--- src/rtl/jpeg_pkg.sv ---
// Shared JPEG constants: coefficient width, block size and the zigzag scan table
// (zigzag position -> natural column-major index col*8+row).
package jpeg_pkg;

  localparam int unsigned CoefWidth = 11;
  localparam int unsigned BlockSize = 64;
  localparam int unsigned AddrWidth = 6;

  typedef logic [AddrWidth-1:0] coef_addr_t;

  localparam coef_addr_t ZZ [BlockSize] = '{
    6'd0,  6'd8,  6'd1,  6'd2,  6'd9,  6'd16, 6'd24, 6'd17,
    6'd10, 6'd3,  6'd4,  6'd11, 6'd18, 6'd25, 6'd32, 6'd40,
    6'd33, 6'd26, 6'd19, 6'd12, 6'd5,  6'd6,  6'd13, 6'd20,
    6'd27, 6'd34, 6'd41, 6'd48, 6'd56, 6'd49, 6'd42, 6'd35,
    6'd28, 6'd21, 6'd14, 6'd7,  6'd15, 6'd22, 6'd29, 6'd36,
    6'd43, 6'd50, 6'd57, 6'd58, 6'd51, 6'd44, 6'd37, 6'd30,
    6'd23, 6'd31, 6'd38, 6'd45, 6'd52, 6'd59, 6'd60, 6'd53,
    6'd46, 6'd39, 6'd47, 6'd54, 6'd61, 6'd62, 6'd55, 6'd63
  };

  function automatic coef_addr_t zz_to_natural(input coef_addr_t k);
    return ZZ[k];
  endfunction

endpackage

--- src/rtl/coef_pingpong_buf.sv ---
// Two 64-entry coefficient banks used ping-pong: one bank is filled while the other drains.
// Each bank carries a FULL flag; write and read bank selects toggle on block completion.
module coef_pingpong_buf
  import jpeg_pkg::*;
#(
  parameter int unsigned WIDTH = CoefWidth
) (
  input  logic             clk,
  input  logic             rst_n,
  // write port
  input  logic             wr_en_i,
  input  coef_addr_t       wr_addr_i,
  input  logic [WIDTH-1:0] wr_data_i,
  input  logic             wr_last_i,
  output logic             wr_rdy_o,
  // read port
  input  logic             rd_adv_i,
  input  coef_addr_t       rd_addr_i,
  input  logic             rd_last_i,
  output logic             rd_valid_o,
  output logic [WIDTH-1:0] rd_data_o
);

  logic [WIDTH-1:0] mem_q [2][BlockSize];
  logic [1:0]       full_q, full_d;
  logic             wb_q, wb_d;
  logic             rb_q, rb_d;
  logic             wr_fire, rd_fire;

  assign wr_rdy_o   = ~full_q[wb_q];
  assign rd_valid_o = full_q[rb_q];
  assign wr_fire    = wr_en_i & wr_rdy_o;
  assign rd_fire    = rd_adv_i & rd_valid_o;

  // Output is forced to zero whenever no block is being presented.
  assign rd_data_o = rd_valid_o ? mem_q[rb_q][rd_addr_i] : '0;

  // Write and read can never target the same bank in one cycle (one needs it empty,
  // the other full), so both flag updates can be applied independently.
  always_comb begin
    full_d = full_q;
    wb_d   = wb_q;
    rb_d   = rb_q;
    if (wr_fire && wr_last_i) begin
      full_d[wb_q] = 1'b1;
      wb_d         = ~wb_q;
    end
    if (rd_fire && rd_last_i) begin
      full_d[rb_q] = 1'b0;
      rb_d         = ~rb_q;
    end
  end

  always_ff @(posedge clk or negedge rst_n) begin
    if (!rst_n) begin
      full_q <= 2'b00;
      wb_q   <= 1'b0;
      rb_q   <= 1'b0;
    end else begin
      full_q <= full_d;
      wb_q   <= wb_d;
      rb_q   <= rb_d;
    end
  end

  // Bank storage needs no reset; contents are only observed once a bank is FULL.
  always_ff @(posedge clk) begin
    if (wr_fire) begin
      mem_q[wb_q][wr_addr_i] <= wr_data_i;
    end
  end

endmodule

--- src/rtl/unzigzag.sv ---
// Inverse zigzag reorder: accepts a block in zigzag scan order and emits it in natural
// column-major order, with one block buffered while the previous one drains.
module unzigzag
  import jpeg_pkg::*;
#(
  parameter int unsigned WIDTH = CoefWidth
) (
  input  logic             clk,
  input  logic             rst_n,
  input  logic             ena_in,
  output logic             rdy_out,
  input  logic [WIDTH-1:0] in,
  output logic             ena_out,
  input  logic             rdy_in,
  output logic [WIDTH-1:0] out
);

  coef_addr_t wk_q, wk_d;
  coef_addr_t rn_q, rn_d;
  coef_addr_t wr_addr;
  logic       in_xfer, out_xfer;
  logic       wr_last, rd_last;

  assign in_xfer  = ena_in & rdy_out;
  assign out_xfer = ena_out & rdy_in;
  assign wr_addr  = zz_to_natural(wk_q);
  assign wr_last  = (wk_q == coef_addr_t'(BlockSize - 1));
  assign rd_last  = (rn_q == coef_addr_t'(BlockSize - 1));

  // Counters wrap naturally at 64, which lines up with the bank toggle.
  always_comb begin
    wk_d = wk_q;
    rn_d = rn_q;
    if (in_xfer) begin
      wk_d = wk_q + 6'd1;
    end
    if (out_xfer) begin
      rn_d = rn_q + 6'd1;
    end
  end

  always_ff @(posedge clk or negedge rst_n) begin
    if (!rst_n) begin
      wk_q <= '0;
      rn_q <= '0;
    end else begin
      wk_q <= wk_d;
      rn_q <= rn_d;
    end
  end

  coef_pingpong_buf #(
    .WIDTH (WIDTH)
  ) u_buf (
    .clk        (clk),
    .rst_n      (rst_n),
    .wr_en_i    (ena_in),
    .wr_addr_i  (wr_addr),
    .wr_data_i  (in),
    .wr_last_i  (wr_last),
    .wr_rdy_o   (rdy_out),
    .rd_adv_i   (rdy_in),
    .rd_addr_i  (rn_q),
    .rd_last_i  (rd_last),
    .rd_valid_o (ena_out),
    .rd_data_o  (out)
  );

endmodule

--- config.mk ---
export PLATFORM = sky130hd
export DESIGN_NAME = unzigzag
export DESIGN_NICKNAME = d
export VERILOG_FILES = /design/src/rtl/jpeg_pkg.sv /design/src/rtl/coef_pingpong_buf.sv /design/src/rtl/unzigzag.sv
export SDC_FILE = /design/constraint.sdc
export NUM_CORES = 1
export LEC_CHECK = 0
export BUFFER_PORTS_ARGS = -buffer_cell sky130_fd_sc_hd__buf_2
export CAP_MARGIN = 0
export CORE_MARGIN = 2
export CORE_UTILIZATION = 35
export CTS_CLUSTER_SIZE = 16
export DETAILED_ROUTE_END_ITERATION = 16
export GPL_TIMING_DRIVEN = 0
export PLACE_DENSITY_LB_ADDON = 0.3
export SLEW_MARGIN = 20
export SYNTH_ARGS = -nofsm -noshare
export SYNTH_HDL_FRONTEND = slang
export SYNTH_HIERARCHICAL = 1
export SYNTH_SLANG_ARGS = --single-unit
export TNS_END_PERCENT = 100
--- constraint.sdc ---
create_clock -name clk -period 5.4 [get_ports clk]
set_clock_uncertainty 0.15 [all_clocks]
set_input_delay 0.54 -clock clk [delete_from_list [all_inputs] [get_ports clk]]
set_output_delay 0.54 -clock clk [all_outputs]
set_load 0.1 [all_outputs]
Yosys cells after proc, flatten, opt, wreduce, memory -nomap -nowiden
Memories as Yosys holds them, arrays and structs flattened. Index checks and enable logic that the tools add are counted.

Bitwise gates (word level): 11. Eq/ne operators: 2. Reduce and logical (&&, ||, !) cells: 5. Add/sub/neg operators: 2. Mux-type cells: 20. Order comparisons: 8.

Operators by type and width (number): $mux 704 (1); $bmux 11 s6 (1); $demux 11 s6 (1); $mux 11 (4); $ge 7x7->1 const B (3); $not 6->7 (3); $add 6x1->6 const B (2); $eq 6x6->1 const B (2); $mux 6 (2); $lt 7x1->1 const B (1); $mux 1 (7); $logic_and 1x1->1 (5); $lt 1x2->1 const B (2); $mux 2 (2); $not 1->1 (3); $and 1x1->1 (2); $and 2x2->2 (1); $demux 1 s1 (2); $ge 1x1->1 const B (2); $not 2->2 (1); $or 2x2->2 (1).

Bits of input ports: 15. Memory bits (read-only): 384. Output and inout bits: 13. Flip-flop bits (word level): 16. Memory bits (writable): 1408. Memories: 2.

Memories: u_buf.mem_q (depth 2, width 704, rd ports 1, clocked after memory_dff 0, wr ports 1, RTL line coef_pingpong_buf.sv:24) `logic [WIDTH-1:0] mem_q [2][BlockSize];`; (no name shown) (depth 64, width 6, rd ports 1, clocked after memory_dff 0, wr ports 0, RTL line jpeg_pkg.sv:23) `return ZZ[k];`.

Longest topological paths before layout
Gate-level depths: netlist of the first run.

Word-level depth: 10. Mapped depth: 12.

Modules after synthesis
Netlist of the first run, hierarchy kept.

Modules (own cells, without submodules): coef_pingpong_buf (area an instance 54479.8 µm², instances 1, cells each 2531); unzigzag (area an instance 1268.7 µm², instances 1, cells each 150).

Least setup slack after synthesis of the first run
No wires, ideal clock.

Path type: register to output. From: register rn_q[0]. To: output port out[7]. Slack: 1.403 ns. Arrival time: 3.307 ns. Data required time: 4.710 ns. Cell stages (with the launch flop): 11. Cells stage by stage: dfrtp_1 -> buf_2 -> buf_6 -> buf_6 -> buf_4 -> buf_2 -> mux4_2 -> a22oi_1 -> nand2_1 -> a22oi_1 -> a31oi_1.

Longest elaborated chain between the ends: 5.

Ends and longest elaborated chain: start: declaration (RTL line unzigzag.sv:19) `coef_addr_t rn_q, rn_d;`; start signal: assignment (RTL line unzigzag.sv:48) `rn_q <= rn_d;`; $not 6->7 (not written as such) (RTL line coef_pingpong_buf.sv:36) `assign rd_data_o = rd_valid_o ? mem_q[rb_q][rd_addr_i] : '0;`; $bmux 11 s6 (RTL line coef_pingpong_buf.sv:36); $mux 11 (not written as such) (2 in series) (RTL line coef_pingpong_buf.sv:36); $mux 11 (RTL line coef_pingpong_buf.sv:36); end: declaration (RTL line unzigzag.sv:15) `output logic [WIDTH-1:0] out`.

No other way between the ends. The select of a mux whose other input is x is not followed.

Worst setup path after layout of the first run
From: register wk_q[0]. To: memory u_buf/mem_q[1][159] in the netlist's numbering (enable).

Longest elaborated chain between the ends: 10. Elaborated cells on any way between the ends: 11. Classes of those cells: 2 x order compare; 5 x mux; 2 x bitwise; 1 x reduce/logical; 1 x memory.

Ends and longest elaborated chain: start: declaration (RTL line unzigzag.sv:18) `coef_addr_t wk_q, wk_d;`; start signal: assignment (RTL line unzigzag.sv:47) `wk_q <= wk_d;`; $not 6->7 (not written as such) (*) (RTL line jpeg_pkg.sv:23); $mem_v2 64x6 (*); $mux 6 (not written as such) (*) (2 in series) (RTL line jpeg_pkg.sv:23); via wr_addr[4] (RTL line unzigzag.sv:20) `coef_addr_t wr_addr;`; $not 6->7 (not written as such) (*) (RTL line coef_pingpong_buf.sv:69) `mem_q[wb_q][wr_addr_i] <= wr_data_i;`; $ge 7x7->1 (not written as such) or $lt 7x1->1 (tied branches) (RTL line coef_pingpong_buf.sv:69); $logic_and 1x1->1 (not written as such) (RTL line coef_pingpong_buf.sv:69); $mux 11 (not written as such) (RTL line coef_pingpong_buf.sv:69); $demux 11 s6 (*) (RTL line coef_pingpong_buf.sv:69); $mux 704 (not written as such) (*) (RTL line coef_pingpong_buf.sv:69); end: declaration (RTL line coef_pingpong_buf.sv:24).

The timed path passes the listed nets; every way through them passes the cells marked *. The select of a mux whose other input is x is not followed.

==> summary.txt, run 1 <==
STA
  – Final Hold Viols: 0
  – Slew HR: between 10% and 20%
  – Worst setup margin: -107 ps
  – Tcrit/Tclk final: 102%
  – Setup violations, final: 190
  – Fmax: approximately 180 MHz
  – Slew Limit Fails: 0
  – Slew @ Worst Pin: ~1300 ps
  – Minimum clock period: 5510 ps
  – RSZ-0062 raised after global routing: yes

Layout
  – Fillcell total: 13900
  – Area taken by multi-input logic gates: 12700 um^2
  – Finished Core Util: between 40% and 50%
  – Sequential cell area: around 43000 um^2
  – Share of cells above drive strength 1: between 20 and 30%
  – Final Non-Filler Cells: slightly above 5000
  – Area delta synth->final: 15.5%
  – Final net count: slightly below 3000

Global route
  – Gr ovfl total: 0
  – Largest net degree at the start of global routing: slightly above 90
  – Vias in the first global route: 28000
  – First-pass GRT wire length: between 200000 and 250000 um
  – GRT Util Overall: between 10% and 20%
  – Antenna violations before repair: 10

Critical path
  – Critical path class: flop to flop
  – Worst-path maximum fanout: 11
  – CP Data Arrival Time: between 5000 and 6000 ps
  – Crit-path slowest cell: nand3_1
  – Critical Path Max Stage Delay: approximately 970 ps
  – Worst path cell trace: buf_2 -> inv_1 -> ha_1 -> nor2_1 -> a21o_1 -> mux4_2 -> a21oi_1 -> nand3_1 -> nor2_2
  – Setup crit end kind: flop
  – Startpoint Class: flop
  – Req. time, crit path: between 5000 and 6000 ps

Clocking
  – Total CTS buffers: 149
  – Worst skew pair latency: 780 ps
  – Clock buffer depth: 3
  – Clk slew on worst S/H paths: 60 ps
  – CTS tree: done
  – Number of H-tree levels: 4
  – Sink Count: approximately 1400
  – Clock root buffer: clkbuf_16

Floorplanning
  – Core Area: 158000 um^2
  – I/O Pins: 28
  – Die Area: 162000 um^2
  – Core Rows: roughly 150
  – Die Y-Extent: 403 um
  – Die W: approximately 400 um
  – Initial Util: between 30% and 40%

Logic synthesis
  – Cells after Synth: 2681
  – Asr flop ratio synth: between 1 and 1.5%
  – Seq/Total Area, Yosys: between 70% and 80%
  – Most used DFF post-synth: edfxtp_1
  – Number of library cell types mapped by synthesis: 58
  – Ys Warns: 6
  – Post-synth EDFFs: approximately 1400
  – FF+latch count, synth: between 1000 and 1500
  – Syn_nets: approximately 2700
  – Mapped Area: about 56000 um^2
  – Mean Syn Cell Area: 20.8 um^2

Placement
  – PortBufs: 27
  – Routability cong.: roughly 0.97
  – Setup Slack @ Placement: -239 ps
  – Placed Cells: between 4000 and 5000
  – Post-DP HPWL: 102000 um

Detailed routing
  – Vias per inst: between 5 and 6
  – Via count: ~29000
  – Post-route DRC: 0
  – WL/cell: slightly above 30 um
  – Initial drt markers: between 3000 and 4000
  – TritonRoute pass-1 iters: 5
  – Final WL: approximately 150000 um
  – Detail Route Antenna Nets: 0

Power and ir drop
  – PwrDens: between 400 and 500 nW/um^2
  – Leakage power: around 0.02 uW
  – Max IR drop VDD: around 0.30 mV

Outcome
  – Status: finished with violations
  – Violated checks: negative setup slack

Min path
  – Min-Delay Path Class: input port to flop

Job
  – # Max-Cap Violations: 0
[layer usage]
metal	vias up	track usage [%]	part of all wire, %
li1	11600	-	-
met3	256	3.53	7.9
met5	-	0	0.024
met2	1261	28.9	46
met1	15700	27.5	43
met4	6	6.35	3.3
[registers in the layout, indices dropped and copies added, names as in the netlist]
signal,flops
wk_q,6
u_buf/mem_q,1408
rn_q,6
u_buf/full_q,2
u_buf/rb_q,1
u_buf/wb_q,1
[final timing paths]
kind,start,end,slack [ps],cells after the start
worst max register to register,wk_q[0]$_DFFE_PN0P_,u_buf/mem_q[1][159]$_DFFE_PP_,-110,9
worst max-delay path,wk_q[0]$_DFFE_PN0P_,u_buf/mem_q[1][159]$_DFFE_PP_,-110,9
min in group asynchronous,rst_n,wk_q[1]$_DFFE_PN0P_,110,2
max in group asynchronous,rst_n,u_buf/full_q[0]$_DFF_PN0_,4650,2
worst min register to register,rn_q[0]$_DFFE_PN0P_,rn_q[0]$_DFFE_PN0P_,390,1
worst min-delay path,in[3],u_buf/mem_q[1][212]$_DFFE_PP_,30,1
[report_power, final]
part           internal [uW]  total (uW)  switching, uW
Clock                   5900       10200           4300
Combinational           1700        5400           3710
Sequential             12600       12800            135
Total                  20200       28400           8150
[cell usage in the layout (no fill, tap or decap), types with 16 or more instances in the layout]
cell type  netlist  layout
edfxtp_1      1408    1408
buf_6           10      21
nor2_2           0     102
a21oi_1         36      36
clkinv_2         0      23
buf_4           33      46
dfrtp_1         16      16
clkbuf_16        0     151
mux4_2         315     315
clkbuf_1        41      59
nor2_1         156      33
a32oi_1         20      20
nand3_1         45      44
mux2i_1        110     110
buf_2           52      62
a31oi_1         22      16
nand2_1         78      78
nor2_4           1      22
a22oi_1        152     152
ha_1            16      16
clkinv_1         2      34
[stage by stage]
| step | total power, uW | hold WS [ps] | setup TNS (ps) | instance area [um^2] |
|---|---|---|---|---|
| 2_1_floorplan | 15900 | 94.4 | 0 | 55700 |
| 3_3_place_gp | 18000 | 368 | -90360 | 58500 |
| 3_5_place_dp | 18100 | 368 | -46090 | 59000 |
| 4_1_cts | 28400 | 0.614 | -9400 | 64200 |
| 5_1_grt | 29200 | 25.3 | -52110 | 64400 |
| 6_report | 28400 | 28.8 | -6300 | 64400 |
[final cells by class]
class	count	share of cell area (%)
antenna	3	0.0117
buffer	147	1.35
clock buffer	185	6.08
clock inverter	88	1.49
inverter	11	0.0660
multi-input combinational	1098	19.7
sequential	1424	66.3
tap	2072	4.02
timing repair buffer	53	0.993
[cell families (layout without fill, tap and decap cells)]
kind of cell / after synthesis / in the layout / synth area share [%]
other: 0 / 3 / 0
DFF: 1424 / 1424 / 76.6
buffers and inverters: 159 / 484 / 1.57
and+or+nand+nor: 376 / 376 / 3.14
xor gates and xnor gates: 9 / 9 / 0.141
AOI/OAI and AO/OA: 262 / 262 / 3.33
adders and majority gates: 16 / 16 / 0.359
muxes: 435 / 435 / 14.9
[cell usage after synthesis, drive strengths merged, types with 5 or more instances]
library cell  count  area, um^2
and2              7        43.8
dfrtp            16         400
buf             106         673
inv               9        33.8
ha               16         200
nor2b            14        87.6
and3             10        62.6
nand3b            5        37.5
nor3             15        75.1
o21ai            12        60.1
a22oi           152        1140
nor3b             5        42.5
or2               9        56.3
nor2            157         597
nand3            45         225
nand2b            9        56.3
nand2            78         293
clkbuf           42         159
edfxtp         1408       42300
nand4            13        81.3
a31oi            22         138
mux2i           110        1100
mux4            315        7090
a21oi            36         180
a32oi            20         175
mux2             10         113
xnor2             5        43.8
[repair_timing]
item	CTS	global route
endpoints found under the setup margin	406	699
hold endpoints to repair	70	0
hold buffers	7	0
pin swaps	0	2
setup buffers	0	8
resized for setup	60	34
[critical path, delay by kind of cell (launching register included)]
kind / cells / cell delay [ps]
flops: 1 / 520
compound gates: 2 / 930
mux: 1 / 480
fa+ha+maj: 1 / 480
simple gates: 3 / 2050
buf+inv: 2 / 490
No activity file was read; power rests on OpenSTA's default activity.
==> run 2, diff against run 1 <==
--- a/config.mk
+++ b/config.mk
@@ -12,7 +12,7 @@
 export CTS_CLUSTER_SIZE = 16
 export DETAILED_ROUTE_END_ITERATION = 16
 export GPL_TIMING_DRIVEN = 0
-export PLACE_DENSITY_LB_ADDON = 0.3
+export PLACE_DENSITY_LB_ADDON = 0.25
 export SLEW_MARGIN = 20
 export SYNTH_ARGS = -nofsm -noshare
 export SYNTH_HDL_FRONTEND = slang
==> summary.txt, run 2 (synthesized netlist as in run 1, its figures left out) <==
Outcome
  – Status: complete, no violations

Global route
  – Largest net degree at the start of global routing: 74
  – Antenna violations before repair: 6
  – Global route hottest layer: met2
  – Gr ovfl total: 0
  – Global routing usage on met1: about 26%
  – GRT Util Overall: a little under a fifth
  – Vias in the first global route: around 29000
  – GR Util met2: between 20 and 30%
  – First-pass GRT wire length: around 220000 um
  – Met3 GRT Util: roughly 4.0%

Critical path
  – Req. time, crit path: 4710 ps
  – CP Data Arrival Time: roughly 4700 ps
  – Critical Path Most Common Cell: buf_6
  – Bufs and invs on worst path: 6
  – Crit-path slowest cell: dfrtp_1
  – Setup crit end kind: output port
  – Worst path cell trace: buf_2 -> buf_6 -> buf_6 -> buf_6 -> buf_6 -> mux4_2 -> a22oi_2 -> nand4_1 -> nor3_4 -> a31oi_1 -> buf_4
  – Startpoint Class: flop
  – Critical path class: flop to output port
  – Worst-path maximum fanout: 10
  – Critical Path Max Stage Delay: a little under 500 ps
  – Cell family with the largest share of critical-path delay: buffers and inverters

Power and ir drop
  – Tot Pwr: 28200 uW
  – Max IR drop VDD: 0.271 mV
  – Leakage power: approximately 0.019 uW
  – PwrDens: approximately 440 nW/um^2

STA
  – Slew Limit Fails: 0
  – Slew HR: approximately 8.3%
  – Final Hold Viols: 0
  – Worst setup margin: between 4 and 5 ps
  – Minimum clock period: 5400 ps
  – Setup violations, final: 0
  – Fmax: roughly 190 MHz
  – Slew @ Worst Pin: ~1400 ps
  – Tcrit/Tclk final: between 90% and 100%
  – RSZ-0062 raised after global routing: yes

Detailed routing
  – Final WL: ~150000 um
  – Post-route DRC: 0
  – WL/cell: around 30 um
  – Initial drt markers: approximately 3300
  – TritonRoute pass-1 iters: 6
  – Detail Route Antenna Nets: 0
  – Vias per inst: between 5 and 6
  – Via count: about 29000

Floorplanning
  – Core Rows: ~150
  – I/O Pins: 28
  – Initial Util: a little over a third
  – Die Area: roughly 160000 um^2
  – Core Area: about 160000 um^2
  – Die W: approximately 400 um
  – Die Y-Extent: between 400 and 500 um

Clocking
  – Clock root buffer: clkbuf_16
  – Sink Count: roughly 1400
  – Worst skew pair latency: 780 ps
  – Clock buffer depth: 3
  – Total CTS buffers: 148
  – CTS tree: done
  – Number of H-tree levels: 4
  – Clk slew on worst S/H paths: ~60 ps

Min path
  – Min-Delay Path Class: input port to flop

Placement
  – Setup Slack @ Placement: -19.2 ps
  – Routability cong.: around 0.94
  – PortBufs: 27
  – Post-DP HPWL: 105000 um

Layout
  – Share of cells above drive strength 1: between 20% and 30%
  – Top Registers: u_buf/mem_q x1408, rn_q x6, wk_q x6
  – Final net count: between 2000 and 3000
  – Area delta synth->final: 15.4%
  – Most frequent cells in the layout: 1408 x edfxtp_1, 315 x mux4_2, 149 x clkbuf_16, 145 x a22oi_1, 108 x mux2i_1
  – Commonest non-fill, non-tap cell in the layout: edfxtp_1
  – Largest register FFs: 1408
  – Most flop-heavy register: u_buf/mem_q

Job
  – # Max-Cap Violations: 0
run 2: changes by cell type in the layout (fill, tap and decap cells not counted), sizes merged:
cell,before,now
clkdlybuf4s15,1,0
buf,149,143
clkinv,70,65
dlygate4sd3,7,2
clkinvlp,1,4
clkdlybuf4s18,0,1
inv,13,19
diode,3,1
clkbuf,228,222
run 2: worst register-to-register path: stages, from the launching register on:
cell	delay, ps
dfrtp_1	500
buf_2	300
inv_1	170
ha_1	430
nand2b_1	210
a32oi_1	180
a21bo_1	220
o21ai_1	190
nand3_1	100
inv_1	140
nand3b_1	790
clkbuf_1	760
nor2_2	850
run 2: path summary, 6_finish.rpt:
| kind | startpoint | end | slack [ps] | depth (start not counted) |
|---|---|---|---|---|
| setup / recovery | rn_q[0]$_DFFE_PN0P_ | out[2] | 4 | 11 |
| hold / removal | in[2] | u_buf/mem_q[1][651]$_DFFE_PP_ | 50 | 1 |
| setup reg to reg | wk_q[0]$_DFFE_PN0P_ | u_buf/mem_q[1][46]$_DFFE_PP_ | 30 | 12 |
| hold reg to reg | rn_q[3]$_DFFE_PN0P_ | rn_q[3]$_DFFE_PN0P_ | 410 | 1 |
| max in group asynchronous | rst_n | wk_q[3]$_DFFE_PN0P_ | 4550 | 2 |
| min in group asynchronous | rst_n | rn_q[3]$_DFFE_PN0P_ | 190 | 2 |
run 2: power breakdown:
part           internal, uW  total (uW)  switching, uW  leakage, uW
combinational          1680        5270           3590      0.00419
clock                  5850       10100           4270      0.00234
sequential            12600       12800            144       0.0129
total                 20200       28200           8000       0.0194
run 2: metrics by stage:
step,hold WS [ps],cells,setup TNS (ps),instance area (um^2),util (%)
CTS,10.2,5064,-1420,64100,40.5
global route,48.3,5065,-21810,64400,40.7
global placement,372,4780,-968,58500,37.0
finish,47.7,5066,0,64400,40.7
floorplan,94.4,2681,0,55700,-
detailed placement,380,4791,-391,59000,37.3
run 2: what timing repair did:
item	4_1_cts	5_1_grt
setup buffers	1	0
endpoints found under the setup margin	84	249
hold buffers	2	0
endpoints found under the hold margin	19	0
resized for setup	48	34
pin swaps	12	4
run 2: layout make-up:
type,instances,area (um^2)
multi-input combinational,1098,12800
timing repair buffer,42,543
clock inverter,92,985
antenna,1,2.50
sequential,1424,42700
clock buffer,180,3850
inverter,11,42.5
tap,2072,2590
fill,13900,93800
buffer,146,872
run 2: routing by layer:
layer / part of all wire (%) / vias up
met5: 0.0072 / -
met4: 2.9 / 2
met3: 8.1 / 216
met2: 47 / 1270
met1: 42 / 15500
li1: - / 11600
